File: src/rtl/fifo_wr_arbiter.sv
// fifo_wr_arbiter
//   Round-robin write arbiter that funnels four valid/ready requesters into
//   one FIFO write port. A requester keeps its grant for up to BURST beats.
//   The grant also ends early if that requester drops valid. The next
//   arbitration then starts one past the requester that was just served.
//   Every grant is preceded by exactly one IDLE cycle. While the FIFO is full
//   the grant is held, but ready and write enable stay low.
//
// Ports
//   i_wclk        write-domain clock, rising edge
//   i_wrst_n      asynchronous active-low reset
//   i_req_valid   [3:0]            per-requester valid
//   i_req_data    [4*DATASIZE-1:0] requester k data at [k*DATASIZE +: DATASIZE]
//   o_req_ready   [3:0]            per-requester ready (combinational)
//   i_wfull_flag                   FIFO full
//   o_fifo_w_en                    FIFO write enable (combinational)
//   o_fifo_wdata  [DATASIZE-1:0]   FIFO write data (combinational)
//   o_grant       [3:0]            one-hot grant, zero in IDLE
//   o_busy                         high while in GRANT
module fifo_wr_arbiter #(
  parameter int DATASIZE = 8,
  parameter int BURST    = 4
) (
  input  logic                  i_wclk,
  input  logic                  i_wrst_n,
  input  logic [3:0]            i_req_valid,
  input  logic [4*DATASIZE-1:0] i_req_data,
  output logic [3:0]            o_req_ready,
  input  logic                  i_wfull_flag,
  output logic                  o_fifo_w_en,
  output logic [DATASIZE-1:0]   o_fifo_wdata,
  output logic [3:0]            o_grant,
  output logic                  o_busy
);

  localparam int CNTW = $clog2(BURST + 1);

  localparam logic [0:0] IDLE  = 1'b0;
  localparam logic [0:0] GRANT = 1'b1;

  logic [0:0]      state_reg;
  logic [1:0]      rr_ptr_reg;
  logic [1:0]      gidx_reg;
  logic [3:0]      grant_reg;
  logic [CNTW-1:0] beat_cnt_reg;

  logic [3:0]      rot_valid;
  logic [1:0]      sel_off;
  logic [1:0]      sel_idx;
  logic            accept;
  logic [CNTW-1:0] beat_next;

  // Rotate the valid vector so that bit 0 is the requester at rr_ptr.
  // The search below then only has to find the lowest set bit.
  genvar gi;
  generate
    for (gi = 0; gi < 4; gi++) begin : g_rot
      assign rot_valid[gi] = i_req_valid[rr_ptr_reg + 2'(gi)];
    end
  endgenerate

  always_comb begin
    sel_off = 2'd0;
    for (int i = 3; i >= 0; i--) begin
      if (rot_valid[i]) sel_off = 2'(i);
    end
    sel_idx = rr_ptr_reg + sel_off;
  end

  // Ready is gated by full, so a full FIFO can never produce a write.
  assign o_req_ready  = grant_reg & {4{~i_wfull_flag}};
  assign accept       = |(i_req_valid & o_req_ready);
  assign o_fifo_w_en  = accept;
  assign o_fifo_wdata = (state_reg == GRANT) ? i_req_data[gidx_reg*DATASIZE +: DATASIZE]
                                             : '0;
  assign o_grant      = grant_reg;
  assign o_busy       = (state_reg == GRANT);
  assign beat_next    = beat_cnt_reg + 1'b1;

  always_ff @(posedge i_wclk or negedge i_wrst_n) begin
    if (!i_wrst_n) begin
      state_reg    <= IDLE;
      rr_ptr_reg   <= 2'd0;
      gidx_reg     <= 2'd0;
      grant_reg    <= 4'd0;
      beat_cnt_reg <= '0;
    end else begin
      case (state_reg)
        IDLE: begin
          if (|i_req_valid) begin
            state_reg    <= GRANT;
            gidx_reg     <= sel_idx;
            grant_reg    <= 4'b0001 << sel_idx;
            beat_cnt_reg <= '0;
          end
        end
        default: begin
          // A requester that drops valid gives up its grant at once.
          // Full alone only stalls the grant and never ends it.
          if (!i_req_valid[gidx_reg] ||
              (accept && (beat_next == CNTW'(BURST)))) begin
            state_reg    <= IDLE;
            grant_reg    <= 4'd0;
            rr_ptr_reg   <= gidx_reg + 2'd1;
            beat_cnt_reg <= '0;
          end else if (accept) begin
            beat_cnt_reg <= beat_next;
          end
        end
      endcase
    end
  end

endmodule

File: config.mk
export PLATFORM = sky130hd
export DESIGN_NAME = fifo_wr_arbiter
export DESIGN_NICKNAME = d
export VERILOG_FILES = /design/src/rtl/fifo_wr_arbiter.sv
export SDC_FILE = /design/constraint.sdc
export NUM_CORES = 1
export LEC_CHECK = 0
export CORE_UTILIZATION = 41
export CTS_CLUSTER_DIAMETER = 120
export DETAILED_ROUTE_END_ITERATION = 6
export GPL_TIMING_DRIVEN = 0
export PLACE_DENSITY = 0.9
export SYNTH_ARGS = -nofsm -noshare
export SYNTH_HDL_FRONTEND = slang
export SYNTH_SLANG_ARGS = --single-unit
export TNS_END_PERCENT = 10
File: constraint.sdc
create_clock -name i_wclk -period 2.6 [get_ports i_wclk]
set_input_delay 0.39 -clock i_wclk [delete_from_list [all_inputs] [get_ports i_wclk]]
set_output_delay 0.39 -clock i_wclk [all_outputs]
set_load 0.05 [all_outputs]
Word level (Yosys, flattened, before mapping). Cells that the tools add are included.

Multiplexer cells: 25. Add/subtract/negate cells: 6. $lt $le $gt $ge: 5. Bitwise gates (word level): 4. Equal/unequal tests: 3. Reduce and logical (&&, ||, !) cells: 10. Shifts and indexed selects: 2.

Operators with widths (count): variable part select 32 x 6 -> 8 bit (1); < comparator 2 x 3 -> 1 bit, second input constant (5); 2-to-1 mux 3 bit (4); 2-to-1 mux 4 bit (3); binary-select mux 1 bit (select 2 bit) (5); AND 4 bit (2); 2-to-1 mux 1 bit (8); 2-to-1 mux 2 bit (4); 2-to-1 mux 8 bit (1); AND reduction 2 bit (4); OR reduction 4 bit (2); adder 2 x 1 -> 2 bit, second input constant (2); adder 2 bit, second input constant (2); << shifter 1 x 2 -> 4 bit, first input constant (1); adder 3 x 1 -> 3 bit, second input constant (1); equality test 3 bit, second input constant (1); inequality test 3 x 1 -> 1 bit, second input constant (1); adder 2 bit (1); inequality test 2 x 1 -> 1 bit, second input constant (1); inverter 1 bit (2); nonzero test 2 bit (1); logical AND 1 bit (1); zero test 1 bit (1); logical OR 1 bit (1).

Input bits: 39. Output and inout bits: 18. Register bits after elaboration: 12.

Depth between registers and ports, before layout.
Word-level depth: 11. Mapped depth: 10.

Worst setup path before layout. OpenSTA, ideal clock, no wires.

Path type: in2reg. Start: input port i_req_valid[1]. End: register grant_reg[3], in the netlist o_grant[3]. Path slack: 0.670 ns. Data arrival time: 1.861 ns. Stages: 9. Library setup time: 0.069 ns. Data required time: 2.531 ns. Path through: buf_6 nor3b_1 o31ai_1 o221ai_1 ha_1 inv_1 nor4_1 o21ai_0 nand3_1.

Cells in the longest elaborated chain, start to end: 10.

Ends and longest elaborated chain: from (decl) (line 26) `input logic [3:0] i_req_valid,`; binary-select mux 1 bit (select 2 bit) (line 58) `assign rot_valid[gi] = i_req_valid[rr_ptr_reg + 2'(gi)];`; 2-to-1 mux 1 bit (not written as such) (line 58); 2-to-1 mux 2 bit (3 in a row) (line 65) `if (rot_valid[i]) sel_off = 2'(i);`; 2-to-1 mux 2 bit * (line 65); adder 2 bit * (line 67) `sel_idx = rr_ptr_reg + sel_off;`; via sel_idx[0] (line 49) `logic [1:0] sel_idx;`; << shifter 1 x 2 -> 4 bit * (line 93) `grant_reg <= 4'b0001 << sel_idx;`; 2-to-1 mux 4 bit * (line 90) `if (|i_req_valid) begin`; 2-to-1 mux 4 bit * (line 88) `case (state_reg)`; to (signal assigned) (line 93); to (decl) (line 44) `logic [3:0] grant_reg;`.

Mark *: on every way through the listed nets, which the timed path passes. The rest lies on a longest branch. The select of a mux whose other input is x is not followed. A chain may end at the register's enable or synchronous reset.

Worst setup path after layout.
Start: register gidx_reg[0]. End: output port o_fifo_wdata[0].

Cells in the longest elaborated chain, start to end: 2.

Ends and longest elaborated chain: from (decl) (line 43) `logic [1:0] gidx_reg;`; from (signal assigned) (line 92) `gidx_reg <= sel_idx;`; variable part select 32 x 6 -> 8 bit (line 74) `assign o_fifo_wdata = (state_reg == GRANT) ? i_req_data[gidx_reg*DATASIZE +: DATASIZE]`; 2-to-1 mux 8 bit (line 74); to (decl) (line 31) `output logic [DATASIZE-1:0] o_fifo_wdata,`.

Every way passes these cells.

==> metrics list <==
- The first global-routing pass estimated 5.69 mm of wire.
* Starting density of the core: 43.8%
- Core utilization of the finished layout: 64.9%
- Area of the multi-input gates: 822 sq um
- The startpoint identified for the worst register-to-register timing path is rr_ptr_reg[0].
* CTS H-Tree Depth: 1
- Shortest period the worst path allows: 2480 ps
- Slack of the worst reg-to-reg path: 320 ps
- Worst Setup Slack, final: 123 ps
* RePlAce Congestion: 0.868
- For this run, design rule violations remaining after detail routing come to 0.
* Nets: 224
- TritonCTS built the clock tree.
* Cells after Synth: 124
* Critical path start-end classification: reg -> out
- The number of hold violations in the final report is 0.
- The count of buffers added on input and output ports is 53.
- Measured in cells, the most critical reg-to-reg path has a length of 10.
- The first detailed-routing pass took 4 iterations.
* Routed wirelength normalized by instance count: 17.1 um
* Floorplan die area: 0.00319 sq mm
- Headroom to the max-slew limit: 63.2%
- For the pin with the worst max-slew slack, the measured transition is 550 ps.
- IR drop worst, VDD: 1.01 mV
- Based on the critical path, the design can be clocked at up to 404 MHz.
- Clock tree sinks: 12
- Of all nets on the critical path, the largest fanout is 10.
- Total CTS buffers: 3
* Number of global-route vias before repair: 1300
- Antenna violations before repair: 0
- Post-Route Skew: 0.909 ps
- The worst hold path belongs to the class in -> async.
- Synthesis inferred 12 register bits.
- Sequential elements use 24.7% of the synthesized area.
* RSZ-0062 raised after global routing: false
* P_leak: 0.729 nW
- I/O Pins: 57
* Total wirelength of the detailed-routed design: 3.62 mm
- In this run the remaining antenna-violating nets after routing total 0.
* Layout cells sized above 1: 16.7%
- Endpoints failing setup: 0
- Relative to the synthesized area, the layout overhead comes to 48.3%.
- The cell area that synthesis handed to floorplanning was 0.00122 sq mm.
- Number of vias per cell after detailed routing: 6.14
* R2r endpoint: o_grant[1]
- Post-synth net total: 166
- The register with the most flip-flops in the layout has 4 of them.
- Largest net degree at the start of global routing: 13
* Critical Path End: o_fifo_wdata[0]
- The longest clock path from root to sink contains 2 buffers.
* Sequential cell area: 300 sq um
- Critical path launch point type: flop
* WP data required: 2210 ps
- After legalization and detailed placement, the total HPWL measured 2.96 mm.
- Per-instance average area after synthesis: 9.82 sq um
- Once the clock tree was built, the setup fixing pass inserted 0 buffers.
- After floorplanning, the core was sized to cover 0.00278 sq mm.
- The later pin in the worst-skew pair is clocked with a latency of 260 ps.
- At the worst endpoint, the arrival time is 2090 ps.
- Netlist cell types: 39
* Clock input transition at the sequential cells of the worst setup and hold paths: 70 ps
- In this run the vertical extent of the chip is 56.5 um.
* Crit. End Element: output pin
- Overall via count from detail_route: 1295
- Total of fill cells in the finished design: 224
- Dividing the final minimum period by the clock period gives 95.3%.
* Diodes inserted: 0
* Total grt overflow: 0
* Worst Setup SP: gidx_reg[0]
- The number of max-slew violations in the final report was 0.
- OpenSTA, run right after detailed placement, puts the worst setup slack at -116 ps.
- Row generation in the floorplan step produced 19 rows.
- The tool flagged a number of max-cap violations equal to 0.
* X dimension of the die: 56.5 um
- Aggregate global-route resource usage: 22.7%
- Clock root buffer: clkbuf_4
- Synth warn: 0
- The run finished with clean final reports.
- DRC violation total after the first TritonRoute iteration: 51
- In this run the power density over the cells is 1080 mW/mm^2.
- Final hold analysis gives a worst-case slack of 479 ps.
-- logic make-up (layout without fill, tap and decap cells) --
logic type	Yosys count	count (layout)	share of synthesized area [%]
xor+xnor	3	3	2.16
compound gates	28	28	17.8
flops	12	12	24.7
simple gates	50	50	24.9
fa+ha+maj	3	3	3.08
mux	12	12	19.6
buf+inv	16	72	7.81
-- where the power goes --
part / total (mW) / internal, mW / switching, mW
registers: 0.329 / 0.254 / 0.0750
logic: 1.51 / 0.604 / 0.906
clock network: 0.110 / 0.0535 / 0.0562
-- placed cells by master (no fill, tap or decap), types with 2 or more instances in the layout --
cell              n
o221ai_1          2
clkdlybuf4s50_1  44
dlygate4sd2_1     8
nand3_1           8
buf_2             3
o21ai_0           8
o22ai_1           3
nor3_1            2
buf_6             4
inv_1             6
dfrtp_1          12
nand2_1           9
mux4_2            9
a22oi_1           2
or2_2             2
nor2b_1           5
ha_1              3
nor2_1            2
nor3b_1           5
or3_1             2
clkbuf_4          4
xor2_1            2
nor4_1            4
and2_1            8
o2111ai_1         4
-- per-stage QoR --
stage | cell area [sq um] | total power, mW | setup TNS, ps | cells
5_1_grt | 1810 | 2.06 | 0 | 211
2_1_floorplan | 1220 | 1.44 | 0 | 124
3_5_place_dp | 1790 | 1.88 | -234 | 208
6_report | 1810 | 1.95 | 0 | 211
4_1_cts | 1800 | 1.94 | 0 | 211
3_3_place_gp | 1790 | 1.82 | -67.3 | 208
-- cell type report --
| type | instances | share of cell area (%) |
|---|---|---|
| repair buffers | 53 | 29.0 |
| plain buffers | 10 | 4.23 |
| well taps | 31 | 2.15 |
| flip-flops and latches | 12 | 16.6 |
| clock buffers | 3 | 1.25 |
| multi-input cells | 96 | 45.5 |
| inverters | 6 | 1.25 |
-- critical path, stage by stage, from the launching register on --
cell	delay, ps
dfrtp_1	420
clkbuf_4	290
mux4_2	530
and2_1	170
dlygate4sd2_1	420
-- Yosys cell counts (all sizes together) --
master	count	area share, %
dfrtp	12	25
mux4	9	17
nand2	9	2.8
o21ai	9	4.6
and2	8	4.1
buf	8	5.3
nand3	8	3.3
inv	6	1.8
nor2b	5	2.6
nor3b	5	3.1
nor4	5	3.8
o2111ai	4	2.9
ha	3	3.1
o22ai	3	1.5
a22oi	2	1.2
clkbuf	2	0.62
mux2	2	2.2
nor2	2	0.62
nor3	2	0.82
o221ai	2	1.4
o31ai	2	1.6
or2	2	1.0
or3	2	1.0
xor2	2	1.4
a21boi	1	0.62
a21o	1	0.62
a21oi	1	0.41
a32o	1	0.82
a32oi	1	1.3
mux2i	1	0.82
nand2b	1	1.1
o21a	1	0.62
or2b	1	0.62
xnor2	1	0.72
-- timing repair --
action | 4_1_cts | 5_1_grt
setup endpoints to repair | 9 | 8
gates resized for setup | 9 | 2
hold buffers | 0 | 0
-- per-layer routing --
layer	GRT usage (%)	vias to the layer above	part of all wire, %
li1	-	584	-
met1	27.1	610	39
met2	40.5	91	47
met3	5.30	10	11
met4	5.92	0	2.0
met5	0	-	0
-- worst min path at each step --
stage / cells past startpoint / slack [ps] / startpoint / end
3_3_place_gp: 1 / 490 / beat_cnt_reg[0] / beat_cnt_reg[0]
4_1_cts: 1 / 490 / i_wrst_n / o_grant[1]
2_1_floorplan: 0 / 90 / i_wrst_n / beat_cnt_reg[0]
6_report: 1 / 480 / i_wrst_n / o_grant[1]
5_1_grt: 1 / 510 / i_wrst_n / o_grant[1]
3_5_place_dp: 1 / 490 / beat_cnt_reg[0] / beat_cnt_reg[0]
No activity file was read; power rests on OpenSTA's default activity.
